<file path="src/rtl/uart_pkg.sv">
// rtl/uart_pkg.sv - shared types and baud divisor helper for the streaming UART transmitter
package uart_pkg;

    typedef enum logic [1:0] {
        PAR_NONE,
        PAR_EVEN,
        PAR_ODD
    } parity_e;

    typedef enum logic [2:0] {
        IDLE,
        START,
        DATA,
        PARITY,
        STOP
    } tx_state_e;

    // Clocks per bit, rounded to the nearest integer.
    function automatic int baud_div(input int clk_hz, input int baud);
        return (clk_hz + baud / 2) / baud;
    endfunction

endpackage

</file>
<file path="src/rtl/sync_fifo.sv">
// rtl/sync_fifo.sv - single-clock FIFO with combinational head and occupancy count
module sync_fifo #(
    parameter int WIDTH = 8,
    parameter int DEPTH = 8
) (
    input  logic                     clk,
    input  logic                     nRST,
    input  logic                     push,
    input  logic                     pop,
    input  logic [WIDTH-1:0]         wdata,
    output logic [WIDTH-1:0]         rdata,
    output logic                     full,
    output logic                     empty,
    output logic [$clog2(DEPTH):0]   count
);

    localparam int AW = $clog2(DEPTH);
    localparam logic [AW:0] DEPTH_C = (AW + 1)'(DEPTH);

    logic [WIDTH-1:0] mem_q [DEPTH];
    logic [AW-1:0]    wr_ptr_q;
    logic [AW-1:0]    rd_ptr_q;
    logic [AW:0]      count_q;
    logic             do_push;
    logic             do_pop;

    assign full    = (count_q == DEPTH_C);
    assign empty   = (count_q == '0);
    assign do_push = push && !full;
    assign do_pop  = pop && !empty;
    assign rdata   = mem_q[rd_ptr_q];
    assign count   = count_q;

    always_ff @(posedge clk) begin
        if (do_push) begin
            mem_q[wr_ptr_q] <= wdata;
        end
    end

    // Pointers are exactly AW bits so they wrap on their own.
    always_ff @(posedge clk) begin
        if (!nRST) begin
            wr_ptr_q <= '0;
            rd_ptr_q <= '0;
            count_q  <= '0;
        end else begin
            if (do_push) begin
                wr_ptr_q <= wr_ptr_q + 1'b1;
            end
            if (do_pop) begin
                rd_ptr_q <= rd_ptr_q + 1'b1;
            end
            if (do_push && !do_pop) begin
                count_q <= count_q + 1'b1;
            end else if (do_pop && !do_push) begin
                count_q <= count_q - 1'b1;
            end
        end
    end

endmodule

</file>
<file path="src/rtl/uart_tx_stream.sv">
// rtl/uart_tx_stream.sv - buffered parametrised UART transmitter fed by a valid/ready stream
module uart_tx_stream
    import uart_pkg::*;
#(
    parameter int      CLK_HZ     = 50_000_000,
    parameter int      BAUD       = 115200,
    parameter int      DATA_BITS  = 8,
    parameter parity_e PARITY     = PAR_NONE,
    parameter int      STOP_BITS  = 1,
    parameter int      FIFO_DEPTH = 8
) (
    input  logic                            clk,
    input  logic                            nRST,
    input  logic [DATA_BITS-1:0]            in_data,
    input  logic                            in_valid,
    output logic                            in_ready,
    output logic                            uart_tx_line,
    output logic                            busy,
    output logic [$clog2(FIFO_DEPTH):0]     fifo_count
);

    localparam int            DIV       = baud_div(CLK_HZ, BAUD);
    localparam int            CW        = (DIV > 2) ? $clog2(DIV) : 1;
    localparam logic [CW-1:0] CNT_LAST  = CW'(DIV - 1);
    localparam logic [3:0]    DATA_LAST = 4'(DATA_BITS - 1);
    localparam logic [3:0]    STOP_LAST = 4'(STOP_BITS - 1);

    if (DIV < 2 || DATA_BITS < 5 || DATA_BITS > 9 || STOP_BITS < 1 || STOP_BITS > 2 ||
        FIFO_DEPTH < 2 || (FIFO_DEPTH & (FIFO_DEPTH - 1)) != 0) begin : g_param_check
        $error("uart_tx_stream: illegal parameter combination");
    end

    tx_state_e              state_q, state_d;
    logic [CW-1:0]          cnt_q, cnt_d;
    logic [3:0]             idx_q, idx_d;
    logic [DATA_BITS-1:0]   shift_q, shift_d;
    logic                   par_q, par_d;
    logic                   line_q, line_d;
    logic                   bit_end;
    logic                   load;
    logic                   fifo_push;
    logic                   fifo_full;
    logic                   fifo_empty;
    logic [DATA_BITS-1:0]   fifo_rdata;

    assign in_ready     = !fifo_full;
    assign fifo_push    = in_valid && in_ready;
    assign uart_tx_line = line_q;
    assign busy         = (state_q != IDLE) || (fifo_count != '0);

    sync_fifo #(
        .WIDTH (DATA_BITS),
        .DEPTH (FIFO_DEPTH)
    ) u_fifo (
        .clk   (clk),
        .nRST  (nRST),
        .push  (fifo_push),
        .pop   (load),
        .wdata (in_data),
        .rdata (fifo_rdata),
        .full  (fifo_full),
        .empty (fifo_empty),
        .count (fifo_count)
    );

    // The line is registered from the current state, so it trails the FSM by one clock.
    always_comb begin
        state_d = state_q;
        cnt_d   = cnt_q;
        idx_d   = idx_q;
        shift_d = shift_q;
        par_d   = par_q;
        line_d  = 1'b1;
        load    = 1'b0;
        bit_end = (cnt_q == CNT_LAST);

        if (state_q != IDLE) begin
            cnt_d = bit_end ? '0 : cnt_q + 1'b1;
        end

        unique case (state_q)
            IDLE: begin
                load = !fifo_empty;
            end
            START: begin
                line_d = 1'b0;
                if (bit_end) begin
                    state_d = DATA;
                    idx_d   = '0;
                end
            end
            DATA: begin
                line_d = shift_q[0];
                if (bit_end) begin
                    shift_d = shift_q >> 1;
                    if (idx_q == DATA_LAST) begin
                        idx_d   = '0;
                        state_d = (PARITY == PAR_NONE) ? STOP : uart_pkg::PARITY;
                    end else begin
                        idx_d = idx_q + 4'd1;
                    end
                end
            end
            uart_pkg::PARITY: begin
                line_d = par_q;
                if (bit_end) begin
                    state_d = STOP;
                    idx_d   = '0;
                end
            end
            STOP: begin
                line_d = 1'b1;
                if (bit_end) begin
                    if (idx_q == STOP_LAST) begin
                        state_d = IDLE;
                        load    = !fifo_empty;
                    end else begin
                        idx_d = idx_q + 4'd1;
                    end
                end
            end
            default: begin
                state_d = IDLE;
            end
        endcase

        // A pop from IDLE or the final stop clock starts the next frame without a gap.
        if (load) begin
            state_d = START;
            cnt_d   = '0;
            idx_d   = '0;
            shift_d = fifo_rdata;
            par_d   = (^fifo_rdata) ^ (PARITY == PAR_ODD);
        end
    end

    always_ff @(posedge clk) begin
        if (!nRST) begin
            state_q <= IDLE;
            cnt_q   <= '0;
            idx_q   <= '0;
            shift_q <= '0;
            par_q   <= 1'b0;
            line_q  <= 1'b1;
        end else begin
            state_q <= state_d;
            cnt_q   <= cnt_d;
            idx_q   <= idx_d;
            shift_q <= shift_d;
            par_q   <= par_d;
            line_q  <= line_d;
        end
    end

endmodule

</file>
<file path="config.mk">
export PLATFORM = sky130hd
export DESIGN_NAME = uart_tx_stream
export DESIGN_NICKNAME = d
export VERILOG_FILES = /design/src/rtl/uart_pkg.sv /design/src/rtl/sync_fifo.sv /design/src/rtl/uart_tx_stream.sv
export SDC_FILE = /design/constraint.sdc
export NUM_CORES = 1
export LEC_CHECK = 0
export BUFFER_PORTS_ARGS = -buffer_cell sky130_fd_sc_hd__buf_2
export CAP_MARGIN = 10
export CORE_MARGIN = 2
export CORE_UTILIZATION = 25
export CTS_CLUSTER_SIZE = 14
export DETAILED_ROUTE_END_ITERATION = 12
export SYNTH_ARGS = -nofsm -noshare
export SYNTH_HDL_FRONTEND = slang
export SYNTH_SLANG_ARGS = --single-unit
</file>
<file path="constraint.sdc">
create_clock -name clk -period 8.5 [get_ports clk]
set_clock_uncertainty 0.2 [all_clocks]
set_input_delay 1.7 -clock clk [delete_from_list [all_inputs] [get_ports clk]]
set_output_delay 1.7 -clock clk [all_outputs]
set_load 0.01 [all_outputs]
</file>
==> metrics, run 1 <==
WP data arrival 3930 ps; ys flop type edfxtp_1; Hold Fails Final Rpt 0; Synth Instances 318; top cells by count, synth 64 x edfxtp_1, 39 x dfxtp_1, 23 x nor2_1, 22 x nand2_1; clk slew on worst S/H paths 70 ps; drt total wl 8170 um; slowest stage delay, CP 880 ps; Netlist cell types 52; Root Driver clkbuf_16; maximum buffer depth of the clock tree 2; GRT Util Overall 9.22%; initial antenna violation count 0; # diodes 0; slowest stage cell, crit path a2111oi_4; Final Max Tran Viols 0; Slew @ Worst Pin 1050 ps; CP most frequent cell ha_1; later-pin clock latency in the skew report 340 ps; largest area contributor in the netlist edfxtp_1; cells along the critical path and4bb_2, nand4_2, a2111oi_4, inv_2, ha_1, inv_1, ha_1, a21o_1, a21oi_1, xnor2_1, or3_1, a21boi_0; Resized cells post-CTS 0; most frequent cell after synthesis edfxtp_1; largest net degree at the start of global routing 24; DIE HEIGHT 138 um; vias in the first global route 2465; row cnt 48; Starting Density 25.7%; Seq/Total Area, Yosys 60.5%; vias per cell 4.34; core area 0.0174 mm2; CTS tree built; worst flop-to-flop path startpoint state_q[2]$_SDFFE_PP0P_; hold_ws 267 ps; post-layout minimum cycle time 3860 ps; global-route wire length before repair 13100 um; status finished, final reports clean; asr flop ratio synth 0%; Routed Antenna Nets 0; via count 2456; Critical Path End Type register; critical path type reg -> reg; share of cells above drive strength 1 17.6%; Ports 18; crit path launch type register; # Post-CTS Setup Buffers 0; share of the synthesized area in the top cell type 43.0%; Yosys reg bits 103; Netlist Area Pre-Place 0.00447 mm2; global placement routability congestion 0.725; CP required 8570 ps; worst min path class reg -> reg; crit-path max FO 16; # hold bufs at CTS 0; setup ws final 4640 ps; slew margin rel. 29.7%; drt pass-1 iters 4; number of max-cap violations 0; RSZ-0062 raised after global routing no; pre-CTS setup slack 4530 ps; crit path from state_q[2]$_SDFFE_PP0P_; Post-synth EDFFs 64; global route overflow 0; buffers added on ports 17; Synth area leaders edfxtp_1 43%, dfxtp_1 17%, mux4_1 4.7%; syn avg cell area 14.0 um2; DP Area 0.00477 mm2; DR WL/cell 14.4 um; Setup-failing EPs final 0; area delta synth->final 13.0%; TritonCTS Buffers 9; fmax 259 MHz; syn nets 339; Synth Warn # 0; overall power 1.44 mW; initial DRC count 196; PD cells 284 mW/mm2; VDD IR max 116 uV; Finished Cell Area 0.00505 mm2; hold wc startpoint shift_q[1]$_SDFFE_PN0P_; setup tns final 0 ps; H-tree depth 3; Die Area 0.0189 mm2; leakage power 1.68 nW; HPWL after DPL 5430 um; clk sinks 103; Die X 138 um; nets@finish 357; Final period util 45.5%; # DRC 0
-- report_power, final --
group          internal [mW]  leakage, nW  switching (mW)
clock                  0.200        0.128           0.182
combinational          0.206        0.654           0.200
sequential             0.587        0.899          0.0603
total                  0.993         1.68           0.443
-- placed cells by master (no fill, tap or decap), drive strengths merged, types with 3 or more instances in the layout --
cell    instances
a21boi          8
a21oi          10
a22oi           4
and2            7
buf            19
clkbuf         10
dfxtp          39
edfxtp         64
ha              9
inv            10
mux2            4
mux2i           6
mux4           16
nand2          22
nand2b          5
nand3           5
nor2           23
nor2b           6
nor3           13
o21ai           7
o2bb2a          3
or3             3
xnor2          15
xor2            6
-- kinds of logic (layout without fill, tap and decap cells) --
family / after synthesis / after routing / share of synthesized area, %
flip-flops: 103 / 103 / 60.5
AND/OR/NAND/NOR: 97 / 97 / 11.4
AO/OA/AOI/OAI: 41 / 41 / 6.78
multiplexers: 26 / 26 / 11.2
XOR/XNOR: 21 / 21 / 4.46
buffers and inverters: 20 / 43 / 2.66
adder cells (fa/ha/maj): 10 / 10 / 2.97
-- worst paths after layout --
| check | end | slack (ps) | cells past startpoint |
|---|---|---|---|
| worst min-delay path | shift_q[1]$_SDFFE_PN0P_ | 270 | 2 |
| worst min register to register | shift_q[1]$_SDFFE_PN0P_ | 270 | 2 |
| worst max-delay path | u_fifo.count[3]$_SDFFE_PN0P_ | 4640 | 12 |
| worst max register to register | u_fifo.count[3]$_SDFFE_PN0P_ | 4640 | 12 |
-- metal layers --
| metal | GRT usage [%] | up-vias | part of all wire (%) |
|---|---|---|---|
| li1 | - | 1222 | - |
| met5 | 0 | - | 0 |
| met2 | 14.6 | 28 | 46 |
| met1 | 12.2 | 1200 | 50 |
| met4 | 2.41 | 0 | 0.93 |
| met3 | 2.94 | 6 | 2.9 |
-- through the flow --
| stage | instances | utilization [%] |
|---|---|---|
| 4_1_cts | 566 | 29.1 |
| 3_3_place_gp | 550 | 27.5 |
| 3_5_place_dp | 550 | 27.5 |
| 6_report | 566 | 29.1 |
| 5_1_grt | 566 | 29.1 |
| 2_1_floorplan | 318 | - |
-- critical path: cells and delay by family (launching register included) --
family | cells | cell delay (ps)
compound gates | 4 | 1380
fa+ha+maj | 2 | 510
xor+xnor | 1 | 90
buf+inv | 2 | 260
simple gates | 3 | 760
flops | 1 | 580
-- area by class of cell --
| cell class | instances | area (um2) |
|---|---|---|
| clock inverter | 6 | 43.8 |
| multi-input combinational | 195 | 1660 |
| inverter | 8 | 30.0 |
| fill | 1704 | 12300 |
| tap | 225 | 282 |
| sequential | 103 | 2700 |
| clock buffer | 10 | 229 |
| timing repair buffer | 19 | 100 |
-- registers in the layout, summed over array words and instances (netlist names), 3 cells and up, named ones only --
signal,count
cnt_q,9
idx_q,4
shift_q,8
state_q,3
u_fifo.count,4
u_fifo.mem_q,64
u_fifo.rd_ptr_q,3
u_fifo.wr_ptr_q,3
Note: power is estimated with default switching activity, not from simulation.
==> run 2: changes to the inputs <==
==> constraint.sdc (replaced) <==
create_clock -name clk -period 3.2 [get_ports clk]
set_clock_uncertainty 0.2 [all_clocks]
set_input_delay 0.64 -clock clk [delete_from_list [all_inputs] [get_ports clk]]
set_output_delay 0.64 -clock clk [all_outputs]
set_load 0.01 [all_outputs]
==> run 2 against run 1 <==
Compared with the run above: die area did not move; power increased to 2.8 times the previous value; non-clock buffer count increased by 13; critical path depth rose by 2; via count grew 4.9%; clock power grew to 3.0 times the previous value; utilization increased by 0.79 points; fmax is 29% higher; routed wire length up 1.5%; sequential cell count stayed put; sequential power grew to 2.6 times the previous value; sequential share of layout area is 1.4 points lower.
==> metrics, run 2 (synthesis gave the netlist of run 1 again) <==
WHS Endpoint shift_q[6]$_SDFFE_PN0P_; clk sinks 103; Finished Cell Area 0.00518 mm2; status finished, final reports clean; via count 2576; hold path depth 2; global-route wire length before repair 13700 um; VDD IR max 348 uV; GRT Util Overall 9.62%; setup slack, reg-to-reg 200 ps; worst flop-to-flop path startpoint idx_q[1]$_SDFFE_PP0P_; # DRC 0; WP data arrival 3080 ps; cells on worst reg2reg path 14; maximum buffer depth of the clock tree 2; Slew @ Worst Pin 518 ps; Die X 138 um; worst min path class reg -> reg; fmax 334 MHz; clk slew on worst S/H paths 70 ps; initial antenna violation count 0; RR Endpoint u_fifo.count[3]$_SDFFE_PN0P_; routed length on met3 437 um; CTS tree built; share of cells above drive strength 1 21.5%; met2 routed WL 4010 um; Reg with most FFs u_fifo.mem_q; WL met1 3690 um; Starting Density 25.7%; Routed Antenna Nets 0; critical path type reg -> reg; most common cell after layout, fill and taps aside edfxtp_1; # diodes 0; RSZ-0062 raised after global routing no; Critical Path End Type register; crit path launch type register; leakage power 1.77 nW; Setup-failing EPs final 0; nets@finish 370; overall power 4.01 mW; row cnt 48; crit-path max FO 4; Ports 18; PD cells 773 mW/mm2; slew margin rel. 65.4%; vias per cell 4.45; Hold Fails Final Rpt 0; Max Used Layer met4; later-pin clock latency in the skew report 350 ps; most frequent cells in the layout 64 x edfxtp_1, 38 x dfxtp_1, 23 x nor2_1, 22 x nand2_1, 17 x buf_2; drt total wl 8290 um; Root Driver clkbuf_16; core area 0.0174 mm2; buffers added on ports 17; DP Area 0.00485 mm2; setup tns final 0 ps; Final Max Tran Viols 0; area delta synth->final 16.1%; number of max-cap violations 0; drt pass-1 iters 4; Largest regs u_fifo.mem_q: 64 flops, cnt_q: 9 flops, shift_q: 8 flops; initial DRC count 139; Die Area 0.0189 mm2; hold wc startpoint shift_q[6]$_SDFFE_PN0P_; TritonCTS Buffers 9; H-tree depth 3; largest net degree at the start of global routing 24; global route overflow 0; DR WL/cell 14.3 um; Largest register FFs 64; placed cell count 562; post-layout minimum cycle time 3000 ps; CP required 3280 ps; DIE HEIGHT 138 um; pre-CTS setup slack 32.4 ps; setup ws final 202 ps; Final period util 93.7%; HPWL after DPL 5420 um; Finished Layout Cells 579; vias in the first global route 2659; global placement routability congestion 0.757
[run 2: how the worst max path moves through the flow]
stage / cells after the start / endpoint / start / slack, ps
2_1_floorplan: 14 / u_fifo.count[3]$_SDFFE_PN0P_ / idx_q[0]$_SDFFE_PP0P_ / 60
3_3_place_gp: 14 / u_fifo.count[3]$_SDFFE_PN0P_ / idx_q[0]$_SDFFE_PP0P_ / 100
3_5_place_dp: 14 / u_fifo.count[3]$_SDFFE_PN0P_ / idx_q[0]$_SDFFE_PP0P_ / 30
4_1_cts: 14 / u_fifo.count[3]$_SDFFE_PN0P_ / idx_q[0]$_SDFFE_PP0P_ / 4
5_1_grt: 14 / u_fifo.count[3]$_SDFFE_PN0P_ / idx_q[0]$_SDFFE_PP0P_ / 10
6_report: 14 / u_fifo.count[3]$_SDFFE_PN0P_ / idx_q[1]$_SDFFE_PP0P_ / 200
[run 2: timing repair]
item                       CTS  global route
setup endpoints to repair    0             1
resized for setup            0             4
hold buffers                 0             0
setup buffers                0             1
[run 2: worst max-delay path, stage by stage (launching register included)]
cell and delay, ps:
dfxtp_1 350, inv_1 60, ha_1 120, and4bb_2 250
nand4_2 140, a2111oi_4 360, inv_2 70, ha_2 200
inv_2 80, ha_1 220, a21o_1 190, a21oi_2 150
xnor2_1 90, or3_1 300, a21boi_0 150
[run 2: per-layer routing]
metal | global-route usage (%) | vias up
met3 | 3.09 | 15
li1 | - | 1246
met4 | 3.61 | 0
met2 | 15.5 | 52
met1 | 12.0 | 1263
met5 | 0 | -
[run 2: cell type report]
class                   instances  area [um2]
well taps                     225         282
multi-input cells             195        1650
flip-flops and latches        103        2700
clock inverters                 7        95.1
clock buffers                   9         225
repair buffers                 32         198
inverters                       8        30.0
fillers                      1718       12200
[run 2: stage by stage]
step	utilization [%]	hold WS, ps
5_1_grt	29.9	289
4_1_cts	29.8	260
2_1_floorplan	-	235
3_5_place_dp	27.9	250
3_3_place_gp	27.9	248
6_report	29.9	257
[run 2: where the power goes]
group | switching, mW | internal [mW]
registers | 0.122 | 1.56
clock network | 0.525 | 0.631
logic | 0.578 | 0.593
total | 1.23 | 2.78
